### config.mk
export PLATFORM = sky130hd
export DESIGN_NAME = instruction_fetch_flat
export DESIGN_NICKNAME = d
export VERILOG_FILES = /design/src/rtl/instruction_fetch_if.sv /design/src/rtl/instruction_fetch.sv /design/src/flat_wrapper.sv
export SDC_FILE = /design/constraint.sdc
export NUM_CORES = 1
export LEC_CHECK = 0
export ABC_AREA = 0
export CAP_MARGIN = 20
export CORE_MARGIN = 2
export CORE_UTILIZATION = 40
export DETAILED_ROUTE_END_ITERATION = 16
export GPL_ROUTABILITY_DRIVEN = 0
export PLACE_DENSITY_LB_ADDON = 0.25
export SLEW_MARGIN = 40
export SYNTH_ARGS = -nofsm -noshare
export SYNTH_HDL_FRONTEND = slang
export SYNTH_SLANG_ARGS = --single-unit
### constraint.sdc
create_clock -name i_clk -period 9 [get_ports i_clk]
set_clock_uncertainty 0.15 [all_clocks]
set_input_delay 0.9 -clock i_clk [delete_from_list [all_inputs] [get_ports i_clk]]
set_output_delay 0.9 -clock i_clk [all_outputs]
set_load 0.005 [all_outputs]
### src/rtl/instruction_fetch_if.sv
// rtl/instruction_fetch_if.sv - fetch-stage bus: instruction memory port, decode handshake, redirect and status
interface instruction_fetch_if;
    logic [63:0] address;
    logic [31:0] instruction;
    logic [31:0] instr_out;
    logic [63:0] pc_out;
    logic        valid;
    logic        ready;
    logic        branch_taken;
    logic [63:0] branch_target;
    logic        halted;
    logic        fault;

    modport master (
        output address, instr_out, pc_out, valid, halted, fault,
        input  instruction, ready, branch_taken, branch_target
    );

    modport slave (
        input  address, instr_out, pc_out, valid, halted, fault,
        output instruction, ready, branch_taken, branch_target
    );
endinterface

### src/rtl/instruction_fetch.sv
// rtl/instruction_fetch.sv - PC owner, instruction fetch and decode FIFO with redirect/halt
// Optional FETCH_ALIGN_CHECK_EN: misaligned redirect raises a sticky fault instead of masking the target.
module instruction_fetch #(
    parameter logic [63:0] RESET_PC  = 64'h038,
    parameter logic [63:0] PC_LIMIT  = 64'h06C,
    parameter int          BUF_DEPTH = 2
) (
    input  logic                i_clk,
    input  logic                i_rst_n,
    instruction_fetch_if.master bus
);
    localparam int PTR_W = $clog2(BUF_DEPTH);
    localparam int CNT_W = $clog2(BUF_DEPTH) + 1;
    localparam logic [CNT_W-1:0] FULL = CNT_W'(BUF_DEPTH);

    logic [63:0]      r_pc;
    logic [63:0]      r_buf_pc    [BUF_DEPTH];
    logic [31:0]      r_buf_instr [BUF_DEPTH];
    logic [PTR_W-1:0] r_wr_ptr;
    logic [PTR_W-1:0] r_rd_ptr;
    logic [CNT_W-1:0] r_count;
    logic             r_halted;
    logic             r_fault;

    logic             w_valid;
    logic             w_pop;
    logic             w_fetch;
    logic             w_push;
    logic             w_misaligned;
    logic [63:0]      w_target;

`ifdef FETCH_ALIGN_CHECK_EN
    assign w_misaligned = (bus.branch_target[1:0] != 2'b00);
`else
    assign w_misaligned = 1'b0;
`endif
    assign w_target = bus.branch_target & ~64'h3;

    assign w_valid = (r_count != '0);
    assign w_pop   = w_valid && bus.ready;
    // PC_LIMIT itself is never fetched, even in the cycle before Halted registers
    assign w_fetch = !r_halted && !r_fault && (r_pc != PC_LIMIT) && ((r_count < FULL) || w_pop);
    assign w_push  = w_fetch && !bus.branch_taken;

    always_ff @(posedge i_clk or negedge i_rst_n) begin
        if (!i_rst_n) begin
            r_pc     <= RESET_PC;
            r_wr_ptr <= '0;
            r_rd_ptr <= '0;
            r_count  <= '0;
            r_halted <= 1'b0;
            r_fault  <= 1'b0;
        end else if (bus.branch_taken) begin
            r_wr_ptr <= '0;
            r_rd_ptr <= '0;
            r_count  <= '0;
            r_halted <= 1'b0;
            if (w_misaligned) begin
                r_fault <= 1'b1;
            end else begin
                r_pc <= w_target;
            end
        end else begin
            if (w_push) begin
                r_pc     <= r_pc + 64'd4;
                r_wr_ptr <= r_wr_ptr + PTR_W'(1);
            end
            if (w_pop) begin
                r_rd_ptr <= r_rd_ptr + PTR_W'(1);
            end
            if (w_push && !w_pop) begin
                r_count <= r_count + CNT_W'(1);
            end else if (!w_push && w_pop) begin
                r_count <= r_count - CNT_W'(1);
            end
            if (r_pc == PC_LIMIT) begin
                r_halted <= 1'b1;
            end
        end
    end

    // Entry storage needs no reset: occupancy alone decides what is visible
    always_ff @(posedge i_clk) begin
        if (w_push) begin
            r_buf_pc[r_wr_ptr]    <= r_pc;
            r_buf_instr[r_wr_ptr] <= bus.instruction;
        end
    end

    assign bus.address   = r_pc;
    assign bus.valid     = w_valid;
    assign bus.pc_out    = w_valid ? r_buf_pc[r_rd_ptr] : 64'd0;
    assign bus.instr_out = w_valid ? r_buf_instr[r_rd_ptr] : 32'd0;
    assign bus.halted    = r_halted;
    assign bus.fault     = r_fault;
endmodule

### src/flat_wrapper.sv
// flat-port wrapper written by rule: the top's interface ports become plain ports
module instruction_fetch_flat 
#(
    parameter logic [63:0] RESET_PC  = 64'h038,
    parameter logic [63:0] PC_LIMIT  = 64'h06C,
    parameter int          BUF_DEPTH = 2
)
  (i_clk, i_rst_n, bus_address, bus_instr_out, bus_pc_out, bus_valid, bus_halted, bus_fault, bus_instruction, bus_ready, bus_branch_taken, bus_branch_target);
  instruction_fetch_if bus_i ();
  input  logic i_clk;
  input  logic i_rst_n;
  output wire logic [$bits(bus_i.address)-1:0] bus_address;
  output wire logic [$bits(bus_i.instr_out)-1:0] bus_instr_out;
  output wire logic [$bits(bus_i.pc_out)-1:0] bus_pc_out;
  output wire logic [$bits(bus_i.valid)-1:0] bus_valid;
  output wire logic [$bits(bus_i.halted)-1:0] bus_halted;
  output wire logic [$bits(bus_i.fault)-1:0] bus_fault;
  input wire logic [$bits(bus_i.instruction)-1:0] bus_instruction;
  input wire logic [$bits(bus_i.ready)-1:0] bus_ready;
  input wire logic [$bits(bus_i.branch_taken)-1:0] bus_branch_taken;
  input wire logic [$bits(bus_i.branch_target)-1:0] bus_branch_target;
  assign bus_address = bus_i.address;
  assign bus_instr_out = bus_i.instr_out;
  assign bus_pc_out = bus_i.pc_out;
  assign bus_valid = bus_i.valid;
  assign bus_halted = bus_i.halted;
  assign bus_fault = bus_i.fault;
  assign bus_i.instruction = bus_instruction;
  assign bus_i.ready = bus_ready;
  assign bus_i.branch_taken = bus_branch_taken;
  assign bus_i.branch_target = bus_branch_target;
  instruction_fetch #(.RESET_PC(RESET_PC), .PC_LIMIT(PC_LIMIT), .BUF_DEPTH(BUF_DEPTH)) u_core (.i_clk(i_clk), .i_rst_n(i_rst_n), .bus(bus_i));
endmodule
==> impl_metrics.tcl <==
set metrics [dict create \
    end_kind "output pin" \
    synth_edf_count 188 \
    ir_drop_uv 120 \
    clk_latency_ns 0.54 \
    ant_nets 0 \
    slew_headroom 0.490 \
    crit_chain "buf_6 -> mux2i_1 -> nor2_1 -> clkdlybuf4s50_1" \
    syn_inst 904 \
    final.setup.tns_ns 0 \
    slowest_stage "dfrtp_4" \
    synth_top_area_cell "edfxtp_1" \
    worstPathRequired_ns 7.95 \
    status "complete, no violations" \
    slowest_delay_ns 0.91 \
    syn_avg_cell_area_um2 12.5 \
    fin_crit_sh 0.451 \
    grt_setup_unrepaired "false" \
    ctsHoldBuffers 0 \
    clockBufferDepth 3 \
    rrSetupSlack_ns 5.56 \
    synth-main-ff-cell "edfxtp_1" \
    tritoncts "yes" \
    cts.sinks 255 \
    syn2layout_area_growth_pct 34.8 \
    power_density_nw_per_um2 205 \
    r2r_end "u_core.bus.address[57]$_DFFE_PN0P_" \
    cts_setup_buffers 0 \
    final_net_count 1254 \
    crit_start "u_core.r_rd_ptr$_DFFE_PN0P_" \
    drv_slew 0 \
    syn-cell-area_um2 11300 \
    wl_per_cell_um 19.5 \
    synth_cell_types 48 \
    yosys_warnings 0 \
    drt-total-wl_um 30300 \
    cts_max_level 1 \
    yosysTopAreaCellShare 0.500 \
    drive_above_1_share 0.0630 \
    numPortBuffers 255 \
    grt_max_degree 89 \
    min_path_type "primary input to asynchronous set/reset pin" \
    crit_arrival_ns 3.01 \
    cp-endpoint "bus_pc_out[35]" \
    finalCriticalPeriod_ns 4.06 \
    grt_pass1_vias 8074 \
    synth_area_leaders "edfxtp_1, dfrtp_1, mux2i_1" \
    r2r_start "u_core.bus.address[15]$_DFFE_PN0P_" \
    clk_pin_slew_ns 0.06 \
    finalSetupViolCount 0 \
    dieArea_um2 29600 \
    drtIter0Drc 556 \
    io-pin-count 263 \
    ys_seq_area_frac 0.649 \
    synth_most_common_cell "edfxtp_1" \
    vias 8278 \
    cts.repair.resized 0 \
    via_per_inst 5.33 \
    crit_type "flop to output pin" \
    synthArstFlopShare 0.263 \
    cts_buffers 28 \
    r2r_cells 6 \
    gr-total-overflow 0 \
    p_leak_nw 5.22 \
    antenna_found_initial 3 \
    gr-usage-all-layers 0.202 \
    dieWidth_um 172 \
    grt_pass1_wl_um 45900 \
    firstDrtPassIters 4 \
    timing_hold_violations_final 0 \
    tightest_slew_ns 0.765 \
    drv_cap 0 \
    initial_core_util 0.406 \
    place_hpwl_um 19500 \
    synth_seq_cells 255 \
    die_h_um 172 \
    max_freq_mhz 247 \
    yosys-top-cells-count "edfxtp_1, nor2_1, mux2i_1" \
    cts_root_buffer "clkbuf_16" \
    placementRows 61 \
    crit_fanout 57 \
    final_core_util 0.547 \
    core_um2 27800 \
    route.detailed.drc 0 \
    cp-start-kind "flop" \
]
per-stage QoR:
| stage | std cells | power (W) | area [um^2] | worst slack (ns) | hold WS [ns] |
|---|---|---|---|---|---|
| after floorplan | 908 | 0.00169 | 11300 | 0.169 | 0.371 |
| after global placement | 1497 | 0.00199 | 14200 | 5.07 | 0.409 |
| after detailed placement | 1500 | 0.00201 | 14300 | 5.34 | 0.427 |
| after CTS | 1552 | 0.00316 | 15200 | 4.86 | 0.244 |
| after global routing | 1552 | 0.00326 | 15200 | 4.77 | 0.261 |
| final | 1553 | 0.00312 | 15200 | 4.94 | 0.223 |
routing by layer:
| layer | vias to the layer above | global-route usage | wire length (um) |
|---|---|---|---|
| met4 | 4 | 0.0566 | 716 |
| met1 | 4017 | 0.266 | 13000 |
| li1 | 3930 | - | - |
| met3 | 54 | 0.0547 | 2490 |
| met5 | - | 0 | 22 |
| met2 | 273 | 0.328 | 14100 |
cells by family (layout without fill, tap and decap cells):
logic type	count (synthesis)	count (layout)	synth area share
flops	255	255	0.649
simple gates	364	364	0.164
fa+ha+maj	2	2	0.00222
mux	96	96	0.0854
other cells	1	6	0.000332
xor+xnor	21	21	0.0163
buf+inv	63	329	0.0230
compound gates	102	102	0.0590
sequential cells by signal, indices dropped and copies added (netlist names):
register	cells
u_core.r_wr_ptr	1
u_core.bus.halted	1
u_core.r_buf_instr	64
u_core.bus.address	62
u_core.r_count	2
u_core.r_rd_ptr	1
u_core.r_buf_pc	124
cell type report:
type | count | area, um^2
Fill cell | 2381 | 12600
Clock inverter | 10 | 135
Antenna cell | 1 | 2.50
Multi-Input combinational cell | 590 | 3740
Inverter | 8 | 32.5
Tap cell | 378 | 473
Clock buffer | 42 | 793
Sequential cell | 255 | 7330
Timing Repair Buffer | 269 | 2700
report_power, final:
part           switching [W]  internal, W
sequential          0.000101      0.00138
combinational       0.000219     0.000278
clock               0.000455     0.000693
critical path, delay by kind of cell (launching register included):
kind / cells / cell delay, ns
buffers and inverters: 2 / 1.23
DFF: 1 / 0.91
muxes: 1 / 0.16
and+or+nand+nor: 1 / 0.11
how the worst min path moves through the flow:
stage / from / endpoint / slack, ns / depth (start not counted)
3_5_place_dp: u_core.bus.address[3]$_DFFE_PN1P_ / u_core.bus.address[3]$_DFFE_PN1P_ / 0.43 / 2
5_1_grt: i_rst_n / u_core.bus.address[16]$_DFFE_PN0P_ / 0.26 / 1
4_1_cts: i_rst_n / u_core.bus.address[22]$_DFFE_PN0P_ / 0.24 / 1
6_report: i_rst_n / u_core.bus.address[14]$_DFFE_PN0P_ / 0.22 / 1
2_1_floorplan: u_core.bus.address[63]$_DFFE_PN0P_ / u_core.r_buf_pc[0][63]$_DFFE_PP_ / 0.37 / 0
3_3_place_gp: u_core.bus.address[3]$_DFFE_PN1P_ / u_core.bus.address[3]$_DFFE_PN1P_ / 0.41 / 2
cells in the final DEF, fill, tap and decap left out, drive strengths merged, types with 8 or more instances in the layout:
master | synthesis | layout
clkdlybuf4s50 | 0 | 253
o21ai | 28 | 28
clkbuf | 39 | 42
xor2 | 17 | 17
or3 | 8 | 8
o31ai | 23 | 23
nand2 | 45 | 45
nor3 | 17 | 17
nor2b | 12 | 12
clkinv | 2 | 8
buf | 16 | 16
nand3 | 40 | 40
dfrtp | 64 | 64
nand4 | 31 | 31
and3 | 11 | 11
nor2 | 132 | 132
edfxtp | 188 | 188
or4 | 27 | 27
a31oi | 27 | 27
mux2i | 94 | 94
nor4 | 22 | 22
Note: power is estimated with default switching activity, not from simulation.
